File: src/rtl/mtr_pkg.sv
`default_nettype none
// ============================================================================
//  Module   : mtr_pkg
//  Purpose  : Shared types and constants for the motor ramp controller.
//             Speed width and symmetric speed limits, the ramp state
//             encoding and the capture-time saturation helper.
//  Ports    : none (package)
//  Revision : 1.0 - initial release
// ============================================================================
package mtr_pkg;

    localparam int SPD_W = 11;

    typedef logic signed [SPD_W-1:0] spd_t;

    localparam spd_t SPD_MAX = 11'sd1023;
    localparam spd_t SPD_MIN = -11'sd1023;

    typedef enum logic [1:0] {
        IDLE  = 2'd0,
        RUN   = 2'd1,
        DWELL = 2'd2,
        STOP  = 2'd3
    } ramp_state_t;

    // Clamp to the symmetric range; with 11 bits only -1024 can fall outside,
    // which keeps the drive's offset duty strictly inside 1..2047.
    function automatic spd_t satSpd(input spd_t v);
        if (v < SPD_MIN) return SPD_MIN;
        if (v > SPD_MAX) return SPD_MAX;
        return v;
    endfunction

endpackage
`default_nettype wire

File: src/rtl/ramp_chan.sv
`default_nettype none
// ============================================================================
//  Module   : ramp_chan
//  Purpose  : One speed channel. Holds the live speed and latched target,
//             computes the next slew-limited speed and flags when a pending
//             direction reversal has brought the channel to zero.
//  Ports    : clk, rst        clock, async active-high reset
//             i_clear         force live speed and target to 0 (emergency stop)
//             i_capture       latch i_tgt (saturated) as the new target
//             i_tgt           signed target input
//             i_stepEn        apply one ramp step this cycle
//             i_zeroEff       ramp toward 0 instead of the target
//             o_curSpd        live speed
//             o_tgtSpd        latched target
//             o_hitZero       reversal pending and the next step lands on 0
//  Revision : 1.0 - initial release
// ============================================================================
module ramp_chan
    import mtr_pkg::*;
#(
    parameter int STEP = 4
) (
    input  logic                    clk,
    input  logic                    rst,
    input  logic                    i_clear,
    input  logic                    i_capture,
    input  logic signed [SPD_W-1:0] i_tgt,
    input  logic                    i_stepEn,
    input  logic                    i_zeroEff,
    output logic signed [SPD_W-1:0] o_curSpd,
    output logic signed [SPD_W-1:0] o_tgtSpd,
    output logic                    o_hitZero
);

    localparam logic signed [SPD_W:0] c_STEP_EXT = (SPD_W+1)'(STEP);
    localparam spd_t                  c_STEP     = spd_t'(STEP);

    spd_t                  r_cur;
    spd_t                  r_tgt;
    spd_t                  w_eff;
    spd_t                  w_stepMag;
    spd_t                  w_next;
    logic signed [SPD_W:0] w_diff;
    logic signed [SPD_W:0] w_mag;
    logic                  w_revPend;

    always_comb begin
        // Opposite, non-zero signs: the channel must pass through zero first.
        w_revPend = (r_cur != '0) && (r_tgt != '0) &&
                    (r_cur[SPD_W-1] != r_tgt[SPD_W-1]);
        w_eff     = (i_zeroEff || w_revPend) ? '0 : r_tgt;
        // One extra bit so the full -2046..+2046 difference is representable.
        w_diff    = {w_eff[SPD_W-1], w_eff} - {r_cur[SPD_W-1], r_cur};
        w_mag     = w_diff[SPD_W] ? -w_diff : w_diff;
        w_stepMag = (w_mag > c_STEP_EXT) ? c_STEP : spd_t'(w_mag);
        w_next    = w_diff[SPD_W] ? (r_cur - w_stepMag) : (r_cur + w_stepMag);
        o_hitZero = w_revPend && (w_next == '0);
    end

    always_ff @(posedge clk or posedge rst) begin
        if (rst) begin
            r_cur <= '0;
            r_tgt <= '0;
        end else if (i_clear) begin
            r_cur <= '0;
            r_tgt <= '0;
        end else begin
            // Step reads the old target when a capture lands on the same edge.
            if (i_capture) r_tgt <= satSpd(i_tgt);
            if (i_stepEn)  r_cur <= w_next;
        end
    end

    assign o_curSpd = r_cur;
    assign o_tgtSpd = r_tgt;

endmodule
`default_nettype wire

File: src/rtl/mtr_ramp_ctrl.sv
`default_nettype none
// ============================================================================
//  Module   : mtr_ramp_ctrl
//  Purpose  : Slew-rate controller sequencing signed left/right speed
//             commands into the motor drive. Ramps at STEP per tick, forces
//             a zero-speed dwell before any reversal, supports orderly
//             ramp-down (en=0) and emergency stop.
//  Ports    : clk, rst            clock, async active-high reset
//             en                  run enable (0 = ramp both channels to 0)
//             estop               emergency stop, level
//             tgt_lft, tgt_rght   signed target pair
//             tgt_vld / tgt_rdy   target handshake
//             lft_spd, rght_spd   live signed speeds to the drive
//             at_tgt              both speeds at target while running
//             stopped             emergency-stop state
//  Revision : 1.0 - initial release
// ============================================================================
module mtr_ramp_ctrl
    import mtr_pkg::*;
#(
    parameter int TICK_DIV    = 1024,
    parameter int STEP        = 4,
    parameter int DWELL_TICKS = 16
) (
    input  logic                    clk,
    input  logic                    rst,
    input  logic                    en,
    input  logic                    estop,
    input  logic signed [SPD_W-1:0] tgt_lft,
    input  logic signed [SPD_W-1:0] tgt_rght,
    input  logic                    tgt_vld,
    output logic                    tgt_rdy,
    output logic signed [SPD_W-1:0] lft_spd,
    output logic signed [SPD_W-1:0] rght_spd,
    output logic                    at_tgt,
    output logic                    stopped
);

    localparam int c_TICK_W  = $clog2(TICK_DIV);
    localparam int c_DWELL_W = $clog2(DWELL_TICKS + 1);

    localparam logic [1:0] c_ST_IDLE  = IDLE;
    localparam logic [1:0] c_ST_RUN   = RUN;
    localparam logic [1:0] c_ST_DWELL = DWELL;
    localparam logic [1:0] c_ST_STOP  = STOP;

    localparam logic [c_TICK_W-1:0]  c_TICK_LAST  = c_TICK_W'(TICK_DIV - 1);
    localparam logic [c_TICK_W-1:0]  c_TICK_ONE   = c_TICK_W'(1);
    localparam logic [c_DWELL_W-1:0] c_DWELL_LOAD = c_DWELL_W'(DWELL_TICKS);
    localparam logic [c_DWELL_W-1:0] c_DWELL_ONE  = c_DWELL_W'(1);

    logic [1:0]           r_state;
    logic [1:0]           w_stNext;
    logic [c_TICK_W-1:0]  r_tickCnt;
    logic [c_DWELL_W-1:0] r_dwellCnt;
    logic                 w_active;
    logic                 w_tick;
    logic                 w_capture;
    logic                 w_stepEn;
    logic                 w_hitZeroL;
    logic                 w_hitZeroR;
    spd_t                 w_tgtL;
    spd_t                 w_tgtR;

    assign w_active  = (r_state == c_ST_RUN) || (r_state == c_ST_DWELL);
    assign w_tick    = w_active && (r_tickCnt == c_TICK_LAST);
    assign w_capture = tgt_vld && tgt_rdy && !estop;
    assign w_stepEn  = w_tick && (r_state == c_ST_RUN);

    ramp_chan #(.STEP(STEP)) u_chanLft (
        .clk       (clk),
        .rst       (rst),
        .i_clear   (estop),
        .i_capture (w_capture),
        .i_tgt     (tgt_lft),
        .i_stepEn  (w_stepEn),
        .i_zeroEff (!en),
        .o_curSpd  (lft_spd),
        .o_tgtSpd  (w_tgtL),
        .o_hitZero (w_hitZeroL)
    );

    ramp_chan #(.STEP(STEP)) u_chanRght (
        .clk       (clk),
        .rst       (rst),
        .i_clear   (estop),
        .i_capture (w_capture),
        .i_tgt     (tgt_rght),
        .i_stepEn  (w_stepEn),
        .i_zeroEff (!en),
        .o_curSpd  (rght_spd),
        .o_tgtSpd  (w_tgtR),
        .o_hitZero (w_hitZeroR)
    );

    always_comb begin
        w_stNext = r_state;
        if (estop) begin
            w_stNext = c_ST_STOP;
        end else begin
            case (r_state)
                c_ST_IDLE:  if (en) w_stNext = c_ST_RUN;
                c_ST_RUN: begin
                    // One shared dwell even if both channels reverse together.
                    if (w_tick && (w_hitZeroL || w_hitZeroR))
                        w_stNext = c_ST_DWELL;
                    else if (!en && (lft_spd == '0) && (rght_spd == '0))
                        w_stNext = c_ST_IDLE;
                end
                c_ST_DWELL: begin
                    if (!en)
                        w_stNext = c_ST_RUN;
                    else if (w_tick && (r_dwellCnt == c_DWELL_ONE))
                        w_stNext = c_ST_RUN;
                end
                c_ST_STOP:  if (!en) w_stNext = c_ST_IDLE;
                default:    w_stNext = c_ST_IDLE;
            endcase
        end
    end

    always_ff @(posedge clk or posedge rst) begin
        if (rst) begin
            r_state    <= c_ST_IDLE;
            r_tickCnt  <= '0;
            r_dwellCnt <= '0;
        end else begin
            r_state <= w_stNext;
            // Counter only runs while staying in RUN/DWELL; zero everywhere else.
            if (w_active && ((w_stNext == c_ST_RUN) || (w_stNext == c_ST_DWELL)))
                r_tickCnt <= w_tick ? '0 : (r_tickCnt + c_TICK_ONE);
            else
                r_tickCnt <= '0;
            if ((r_state == c_ST_RUN) && (w_stNext == c_ST_DWELL))
                r_dwellCnt <= c_DWELL_LOAD;
            else if ((r_state == c_ST_DWELL) && w_tick)
                r_dwellCnt <= r_dwellCnt - c_DWELL_ONE;
        end
    end

    assign tgt_rdy = (r_state != c_ST_STOP);
    assign stopped = (r_state == c_ST_STOP);
    assign at_tgt  = (r_state == c_ST_RUN) && (lft_spd == w_tgtL) && (rght_spd == w_tgtR);

endmodule
`default_nettype wire
File: config.mk
export PLATFORM = sky130hd
export DESIGN_NAME = mtr_ramp_ctrl
export DESIGN_NICKNAME = d
export VERILOG_FILES = /design/src/rtl/mtr_pkg.sv /design/src/rtl/ramp_chan.sv /design/src/rtl/mtr_ramp_ctrl.sv
export SDC_FILE = /design/constraint.sdc
export NUM_CORES = 1
export LEC_CHECK = 0
export ABC_AREA = 1
export BUFFER_PORTS_ARGS = -buffer_cell sky130_fd_sc_hd__buf_2
export CAP_MARGIN = 20
export CELL_PAD_IN_SITES_DETAIL_PLACEMENT = 0
export CELL_PAD_IN_SITES_GLOBAL_PLACEMENT = 2
export CORE_MARGIN = 2
export CORE_UTILIZATION = 37
export DETAILED_ROUTE_END_ITERATION = 10
export MAX_ROUTING_LAYER = met4
export PLACE_DENSITY_LB_ADDON = 0.15
export SYNTH_ARGS = -nofsm -noshare
export SYNTH_HDL_FRONTEND = slang
export SYNTH_SLANG_ARGS = --single-unit
export TNS_END_PERCENT = 100
File: constraint.sdc
create_clock -name clk -period 13.4 [get_ports clk]
set_clock_uncertainty 0.05 [all_clocks]
set_input_delay 1.34 -clock clk [delete_from_list [all_inputs] [get_ports clk]]
set_output_delay 1.34 -clock clk [all_outputs]
set_load 0.005 [all_outputs]
==> results of run 1 <==
## power by group
group | internal (mW) | switching [mW] | total (mW)
Clock | 0.125 | 0.0906 | 0.216
Sequential | 0.200 | 0.0117 | 0.212
Combinational | 0.150 | 0.298 | 0.448
Total | 0.475 | 0.400 | 0.876
## final cells by class
cell class / count / area (um2) / share of cell area [%]
Clock inverter: 7 / 50.0 / 0.703
Timing Repair Buffer: 53 / 270 / 3.80
Multi-Input combinational cell: 702 / 4120 / 57.9
Tap cell: 220 / 275 / 3.87
Inverter: 173 / 649 / 9.12
Clock buffer: 9 / 225 / 3.16
Sequential cell: 61 / 1530 / 21.4
## metal layers
metal | up-vias | track usage [%] | routed length (um)
met5 | - | - | 0
met4 | 0 | 6.83 | 476
met3 | 32 | 2.54 | 703
met2 | 123 | 38.8 | 9410
met1 | 2928 | 30.3 | 9310
li1 | 3255 | - | -
## stage by stage
stage | cells | hold slack, ps | util (%)
after floorplan | 948 | 405 | -
after CTS | 1225 | 435 | 42.6
after global placement | 1209 | 439 | 41.0
after detailed placement | 1209 | 426 | 41.0
after global routing | 1225 | 452 | 42.6
final | 1225 | 436 | 42.6
## synth_stat cells (13+ instances only)
master and count:
nand2_1 218, o22ai_1 43, o21ai_0 34, nand2_2 14
dfrtp_1 61, xor2_1 23, xnor2_1 13, nor2_1 77
ha_1 54, inv_1 167, nand3_1 74, a21oi_1 32
nor3_1 13, nand4_1 21
## final timing paths
kind	to	cells past startpoint	start	slack, ps
worst max-delay path	r_tickCnt[0]$_DFF_PP0_	50	u_chanRght.o_tgtSpd[2]$_DFFE_PP0P_	5250
worst min-delay path	r_tickCnt[8]$_DFF_PP0_	1	r_tickCnt[8]$_DFF_PP0_	440
min in group asynchronous	u_chanLft.o_curSpd[6]$_DFFE_PP0P_	2	rst	860
worst max register to register	r_tickCnt[0]$_DFF_PP0_	50	u_chanRght.o_tgtSpd[2]$_DFFE_PP0P_	5250
max in group asynchronous	r_state[0]$_DFF_PP0_	3	rst	11490
worst min register to register	r_tickCnt[8]$_DFF_PP0_	1	r_tickCnt[8]$_DFF_PP0_	440
## cells by family (layout without fill, tap and decap cells)
kind of cell | count (synthesis) | after routing
simple gates | 461 | 461
buf+inv | 185 | 242
flops | 61 | 61
xor+xnor | 37 | 37
fa+ha+maj | 58 | 58
compound gates | 146 | 146
## cells in the final DEF (no fill, tap or decap), types with 5 or more instances in the layout
cell / synthesis / final
a21oi_1: 32 / 32
buf_2: 0 / 51
clkbuf_16: 0 / 9
dfrtp_1: 61 / 61
ha_1: 54 / 54
inv_1: 167 / 166
inv_2: 5 / 6
nand2_1: 218 / 218
nand2_2: 14 / 14
nand2_4: 5 / 5
nand3_1: 74 / 74
nand3_2: 5 / 5
nand3b_1: 11 / 11
nand4_1: 21 / 21
nor2_1: 77 / 77
nor3_1: 13 / 13
nor4_1: 11 / 11
o21ai_0: 34 / 34
o21bai_1: 5 / 5
o22ai_1: 43 / 43
xnor2_1: 13 / 13
xor2_1: 23 / 23
## flip-flops by register name (all words and copies together) (netlist names)
signal               cells
r_dwellCnt               5
r_state                  2
r_tickCnt               10
u_chanLft.o_curSpd      11
u_chanLft.o_tgtSpd      11
u_chanRght.o_curSpd     11
u_chanRght.o_tgtSpd     11
## critical path, delay by kind of cell, from the launching register on
family	cells	cell delay, ps
AOI/OAI and AO/OA	4	1200
xor gates and xnor gates	2	400
adders and majority gates	4	1200
buffers and inverters	6	610
DFF	1	350
and+or+nand+nor	34	4260
==> qor.txt, run 1 <==
Setup_tns: 0 ps
Tmin final: 8150 ps
Filler cell count in the final layout: 1834
DIE HEIGHT: 135 um
Mux cell area share after synthesis: 0%
Iter 0 DRT Violations: 369
IO Count: 52
Clk Latency, worst-skew pair: 340 ps
Number of synthesized flops with an enable pin: 0
Library cells used by synthesis: 51
DRT Wirelength: 19900 um
Antenna diodes: 0
Post-synthesis async set-or-reset flop share: 100%
Largest stage delay, worst path: 740 ps
Vias per cell: 5.17
Warnings, synthesis: 0
Drt wl/cell: 16.2 um
Clock sinks: 61
Post-Synth Simple-Gate Area: 33.3%
DRC: 0
Largest net degree at the start of global routing: 53
Fin. Hold Viols: 0
Die area: 18300 um2
# resized after CTS: 0
Drt pass-1 iters: 5
Pwr per Cell Area: 123 nW/um2
First-pass GRT wire length: 32500 um
Headroom to the max-slew limit: 35.1%
Initial antenna violation count: 0
RSZ-0062 raised after global routing: no
Register area share after synthesis: 23.9%
Compound-cell area share of the yosys netlist: 14.2%
Worst-Margin Slew: 971 ps
Post-DP HPWL: 16400 um
Vias: 6338
Max-cap viol count: 0
Hold WC Path Type: reg -> reg
Peak VDD IR: 0.0593 mV
Fmax: 123 MHz
Antenna viol nets, final: 0
WS Path Type: reg -> reg
Final Max Slew Viols: 0
Number of cells produced by synthesis: 948
Crit-path max FO: 10
WP data arrival: 8380 ps
Number of buffers added on ports: 51
Die W: 135 um
Post-CTS setup buffer count: 0
Post-synthesis net count: 1033
Mapped Avg Cell Area: 6.72 um2
Starting Density: 38.2%
Leakage power: 3.86 nW
Slowest-stage cell, CP: o311ai_0
XOR/XNOR share of the synthesized area: 5.32%
CTS Buf Count: 9
Design area: 7120 um2
Fin crit share: 60.8%
Largest cells by area after synthesis: dfrtp_1, nand2_1, ha_1
Pre-CTS setup slack: 5100 ps
Main combinational cell family by area after synthesis: simple AND/OR/NAND/NOR gates
Yosys reg bits: 61
Core Footprint: 16700 um2
Root buf cell: clkbuf_16
Fin nets: 1085
Top cell by count, worst path: nand2_1
CP required: 13640 ps
Status: complete, no violations
Post-Synth Adder-Cell Area: 11.9%
Synth Flop Type: dfrtp_1
CTS tree: yes
Clk buf depth: 2
Number of global-route vias before repair: 6238
Final setup vio count: 0
Synth top area share: 23.9%
Hold buffer count at cts: 0
Clock Pin Slew Worst Setup and Hold Paths: 60 ps
Crit start category: flip-flop
Layout area overhead: 11.7%
All-Layer GR Usage: 23.4%
Power, Total: 0.876 mW
Cell taking the most area after synthesis: dfrtp_1
Fin worst setup slack: 5250 ps
Gp weighted congestion: 0.904
CP endpoint kind: flip-flop
Global route overflow: 0
Area after DPL: 6840 um2
Layout cell share with drive strength beyond 1: 11.1%
Synthesized cell area: 6370 um2
Site Rows: 47
CTS H-tree lvls: 3
Power figures use the tool's default switching activity.
==> inputs of run 2 (changes only) <==
--- a/config.mk
+++ b/config.mk
@@ -11,7 +11,7 @@
 export CELL_PAD_IN_SITES_DETAIL_PLACEMENT = 0
 export CELL_PAD_IN_SITES_GLOBAL_PLACEMENT = 2
 export CORE_MARGIN = 2
-export CORE_UTILIZATION = 37
+export CORE_UTILIZATION = 35
 export DETAILED_ROUTE_END_ITERATION = 10
 export MAX_ROUTING_LAYER = met4
 export PLACE_DENSITY_LB_ADDON = 0.15
==> constraint.sdc (replaced) <==
create_clock -name clk -period 7.6 [get_ports clk]
set_clock_uncertainty 0.05 [all_clocks]
set_input_delay 0.76 -clock clk [delete_from_list [all_inputs] [get_ports clk]]
set_output_delay 0.76 -clock clk [all_outputs]
set_load 0.005 [all_outputs]
==> run 2 against run 1 <==
  * Sequential share of layout area decreased by 3.1 points
  * Worst setup slack got worse by 4600 ps
  * Register-to-register slack got worse by 4600 ps
  * Clock-buffer cell count increased by 3
  * First-iteration DRC count increased by 0.27%
  * Largest power group unchanged
==> qor.txt, run 2 (synthesized netlist as in run 1, its figures left out) <==
R2R cell count: 53
Internal: 0.977 mW
Root buf cell: clkbuf_16
Clock share of power: 22.5%
Layout Cells excl Fill: 1348
CTS H-tree lvls: 3
CP required: 7830 ps
Slowest-stage cell, CP: fa_2
Critical Path Source: u_chanLft.o_curSpd[7]$_DFFE_PP0P_
Core Footprint: 17900 um2
CTS Buf Count: 9
Hold WC Path Type: reg -> reg
Reg2reg end: r_tickCnt[0]$_DFF_PP0_
Reg2reg setup slack: 610 ps
Crit start category: flip-flop
Number of buffers added on ports: 51
Final setup vio count: 0
First-pass GRT wire length: 34900 um
Status: complete, no violations
Commonest non-fill, non-tap cells in the layout: nand2_1, inv_1, buf_4
Die area: 19300 um2
Comb power frac: 55.8%
Worst-Margin Slew: 931 ps
Antenna diodes: 0
Fmax: 143 MHz
Clock sinks: 61
Most common cell after layout, fill and taps aside: nand2_1
All-Layer GR Usage: 23.3%
Starting Density: 35.6%
Area after DPL: 7630 um2
Pwr per Cell Area: 209 nW/um2
Filler cell count in the final layout: 1890
Hold buffer count at cts: 0
Antenna viol nets, final: 0
Tmin final: 6990 ps
CTS tree: yes
Iter 0 DRT Violations: 370
Top cell by count, worst path: nand2_1
Post-DP HPWL: 17600 um
Clk buf depth: 2
Vias: 6811
Number of global-route vias before repair: 6647
Clock Pin Slew Worst Setup and Hold Paths: 50 ps
Initial antenna violation count: 0
Register area: 1530 um2
RR Startpoint: u_chanLft.o_curSpd[7]$_DFFE_PP0P_
DIE HEIGHT: 139 um
Worst setup path endpoint: r_tickCnt[0]$_DFF_PP0_
Crit-path max FO: 4
Headroom to the max-slew limit: 37.8%
Layout area overhead: 30.5%
Gp weighted congestion: 0.884
CP endpoint kind: flip-flop
Fin crit share: 92.0%
Peak VDD IR: 0.117 mV
Global route overflow: 0
Die W: 139 um
DRC: 0
Fin. Hold Viols: 0
Seq pwr share: 21.7%
Drt pass-1 iters: 5
WP data arrival: 7230 ps
Vias per cell: 5.05
WS Path Type: reg -> reg
Max-cap viol count: 0
Switching share of total power: 43.7%
Final Max Slew Viols: 0
Design area: 8320 um2
Clk Latency, worst-skew pair: 340 ps
Area of the multi-input gates: 4430 um2
IO Count: 52
DP Cell Count: 1321
Leakage power: 4.51 nW
Layout cell share with drive strength beyond 1: 27.3%
DRT Wirelength: 21700 um
Largest stage delay, worst path: 540 ps
Drt wl/cell: 16.1 um
Site Rows: 49
Setup_tns: 0 ps
Largest net degree at the start of global routing: 62
Sw Pwr: 0.758 mW
Fin nets: 1202
-- run 2: cell type report --
cell class | count | share of cell area [%]
tap | 229 | 3.44
timing repair buffer | 170 | 13.9
multi-input combinational | 702 | 53.2
sequential | 61 | 18.4
clock inverter | 1 | 0.0903
inverter | 173 | 7.81
clock buffer | 12 | 3.20
-- run 2: power by group through the flow --
stage	Clock, mW	Sequential, mW	Combinational [mW]
global placement	0	0.381	0.908
global route	0.409	0.380	1.09
CTS	0.395	0.375	0.904
detailed placement	0	0.380	0.899
floorplan	0	0.374	0.626
finish	0.390	0.376	0.969
-- run 2: metal layers --
layer  track usage [%]  vias up  part of all wire [%]
met3              3.18       31                   3.5
li1                  -     3473                     -
met5                 -        -                     0
met2              39.5      130                    49
met1              29.4     3177                    46
met4              5.79        0                   1.9
-- run 2: critical path: cells and delay by family, from the launching register on --
kind	cells	cell delay, ps
AO/OA/AOI/OAI	8	1020
XOR/XNOR	1	200
adder cells (fa/ha/maj)	6	1730
buffers and inverters	7	400
flip-flops	1	370
AND/OR/NAND/NOR	31	3160
-- run 2: worst min path at each step --
stage | startpoint | end | cells past startpoint
finish | r_tickCnt[8]$_DFF_PP0_ | r_tickCnt[8]$_DFF_PP0_ | 1
CTS | r_tickCnt[8]$_DFF_PP0_ | r_tickCnt[8]$_DFF_PP0_ | 1
detailed placement | r_tickCnt[8]$_DFF_PP0_ | r_tickCnt[8]$_DFF_PP0_ | 1
floorplan | r_tickCnt[8]$_DFF_PP0_ | r_tickCnt[8]$_DFF_PP0_ | 1
global placement | r_tickCnt[8]$_DFF_PP0_ | r_tickCnt[8]$_DFF_PP0_ | 1
global route | r_tickCnt[8]$_DFF_PP0_ | r_tickCnt[8]$_DFF_PP0_ | 1
-- run 2: timing repair --
action / 4_1_cts / 5_1_grt
setup buffers: 0 / 14
endpoints found under the setup margin: 0 / 15
gates resized for setup: 0 / 94
-- run 2: metrics by stage --
step	power, mW	hold slack [ps]	setup WS (ps)	utilization [%]
floorplan	1.00	405	897	-
global placement	1.29	439	31.9	42.6
detailed placement	1.28	433	52.8	42.6
CTS	1.67	446	7.60	44.1
global route	1.88	475	-39.8	46.5
finish	1.74	452	605	46.5
==> inputs of run 3 (changes only) <==
--- a/config.mk
+++ b/config.mk
@@ -11,7 +11,7 @@
 export CELL_PAD_IN_SITES_DETAIL_PLACEMENT = 0
 export CELL_PAD_IN_SITES_GLOBAL_PLACEMENT = 2
 export CORE_MARGIN = 2
-export CORE_UTILIZATION = 35
+export CORE_UTILIZATION = 37
 export DETAILED_ROUTE_END_ITERATION = 10
 export MAX_ROUTING_LAYER = met4
 export PLACE_DENSITY_LB_ADDON = 0.15
==> constraint.sdc (replaced) <==
create_clock -name clk -period 8.5 [get_ports clk]
set_clock_uncertainty 0.05 [all_clocks]
set_input_delay 0.85 -clock clk [delete_from_list [all_inputs] [get_ports clk]]
set_output_delay 0.85 -clock clk [all_outputs]
set_load 0.005 [all_outputs]
==> run 3 against run 2 <==
  * Worst setup slack gained 240 ps
  * Fmax is 8.6% lower
  * Routed wire length decreased by 8.3%
  * Final area is 13% lower
  * Clock-buffer cell count down 1
  * Sequential power fell by 11%
  * Via count shrank 6.3%
  * Power is 18% lower
  * Critical endpoint unchanged
  * Largest cell class unchanged
  * Largest power group unchanged
==> qor.txt, run 3 (synthesized netlist as in run 1, its figures left out) <==
Tmin final: 7660 ps
CTS Buf Count: 9
Largest net degree at the start of global routing: 62
WHS: 450 ps
RR Startpoint: u_chanRght.o_curSpd[1]$_DFFE_PP0P_
Critical Path Source: u_chanRght.o_curSpd[1]$_DFFE_PP0P_
Final core occ: 43.3%
Leakage power: 3.94 nW
Clk Latency, worst-skew pair: 340 ps
Layout area overhead: 13.4%
Antenna diodes: 0
Layout cell share with drive strength beyond 1: 12.3%
Fin. Hold Viols: 0
Peak VDD IR: 0.117 mV
Status: complete, no violations
Fin crit share: 90.1%
Slowest-stage cell, CP: dfrtp_1
IO Count: 52
DRT Wirelength: 19900 um
Headroom to the max-slew limit: 35.9%
Die area: 18300 um2
Drt wl/cell: 16.1 um
Clock sinks: 61
CTS H-tree lvls: 3
Core Footprint: 16700 um2
Global route overflow: 0
Initial antenna violation count: 0
Number of buffers added on ports: 51
First-pass GRT wire length: 32300 um
Area after DPL: 6900 um2
Crit start category: flip-flop
Starting Density: 38.2%
Setup_tns: 0 ps
Die W: 135 um
Site Rows: 47
Vias: 6384
Final Max Slew Viols: 0
Filler cell count in the final layout: 1783
WS Path Type: reg -> reg
Crit-path max FO: 17
Largest stage delay, worst path: 470 ps
Final setup vio count: 0
Most common cell after layout, fill and taps aside: nand2_1
Design area: 7230 um2
All-Layer GR Usage: 23.2%
Worst-Margin Slew: 960 ps
Vias per cell: 5.17
Hold Crit Start: r_tickCnt[8]$_DFF_PP0_
Root buf cell: clkbuf_16
Drt pass-1 iters: 5
Hold buffer count at cts: 0
Antenna viol nets, final: 0
Max-cap viol count: 0
Iter 0 DRT Violations: 443
Commonest non-fill, non-tap cells in the layout: nand2_1, inv_1, nor2_1
Clk buf depth: 2
DRC: 0
CTS tree: yes
CP endpoint kind: flip-flop
WP data arrival: 7880 ps
Number of global-route vias before repair: 6261
Post-DP HPWL: 16100 um
Hold WC Path Type: reg -> reg
Gp weighted congestion: 0.903
Top cell by count, worst path: nand2_1
Clock Pin Slew Worst Setup and Hold Paths: 50 ps
DIE HEIGHT: 135 um
Pwr per Cell Area: 196 nW/um2
Fmax: 131 MHz
CP required: 8730 ps
Fin nets: 1095
==> run 3: per-stage QoR <==
| stage | power [mW] | cells | setup slack, ps |
|---|---|---|---|
| 2_1_floorplan | 0.894 | 948 | 1710 |
| 3_3_place_gp | 1.06 | 1216 | 241 |
| 3_5_place_dp | 1.04 | 1216 | 287 |
| 4_1_cts | 1.42 | 1232 | 248 |
| 5_1_grt | 1.54 | 1235 | -19.7 |
| 6_report | 1.42 | 1235 | 844 |
==> run 3: final cells by class <==
cell class              count  area (um2)  area share, %
multi-input cells         702        4140           57.3
inverters                 173         649           8.99
clock buffers              11         243           3.36
flip-flops and latches     61        1530           21.1
well taps                 220         275           3.81
repair buffers             63         345           4.78
clock inverters             5        50.0          0.693
==> run 3: timing repair <==
item                       in CTS  in global routing
gates resized for setup         0                  6
setup buffers                   0                  3
setup endpoints to repair       0                 15
==> run 3: final timing paths <==
check | end | cells past startpoint | slack, ps
min reg2reg | r_tickCnt[8]$_DFF_PP0_ | 1 | 450
max reg2reg | r_tickCnt[0]$_DFF_PP0_ | 53 | 840
min | r_tickCnt[8]$_DFF_PP0_ | 1 | 450
max in group asynchronous | u_chanRght.o_tgtSpd[2]$_DFFE_PP0P_ | 3 | 7150
max | r_tickCnt[0]$_DFF_PP0_ | 53 | 840
min in group asynchronous | u_chanLft.o_curSpd[6]$_DFFE_PP0P_ | 3 | 690
==> run 3: layer usage <==
layer | GRT usage, % | wire [um]
met5 | - | 0
met2 | 38.9 | 9660
met4 | 6.31 | 419
met1 | 29.4 | 9110
met3 | 3.40 | 690
==> run 3: report_power, final <==
part | total [mW] | switching [mW] | internal, mW | leakage [nW]
combinational | 0.714 | 0.473 | 0.241 | 2.96
sequential | 0.336 | 0.0196 | 0.316 | 0.823
clock | 0.366 | 0.133 | 0.233 | 0.149
total | 1.42 | 0.626 | 0.790 | 3.94
==> run 3: worst max-delay path: cells and delay by family (launching register included) <==
family / cells / cell delay, ps
compound gates: 9 / 1380
flops: 1 / 470
simple gates: 33 / 3760
xor+xnor: 1 / 230
fa+ha+maj: 4 / 1120
buf+inv: 6 / 550
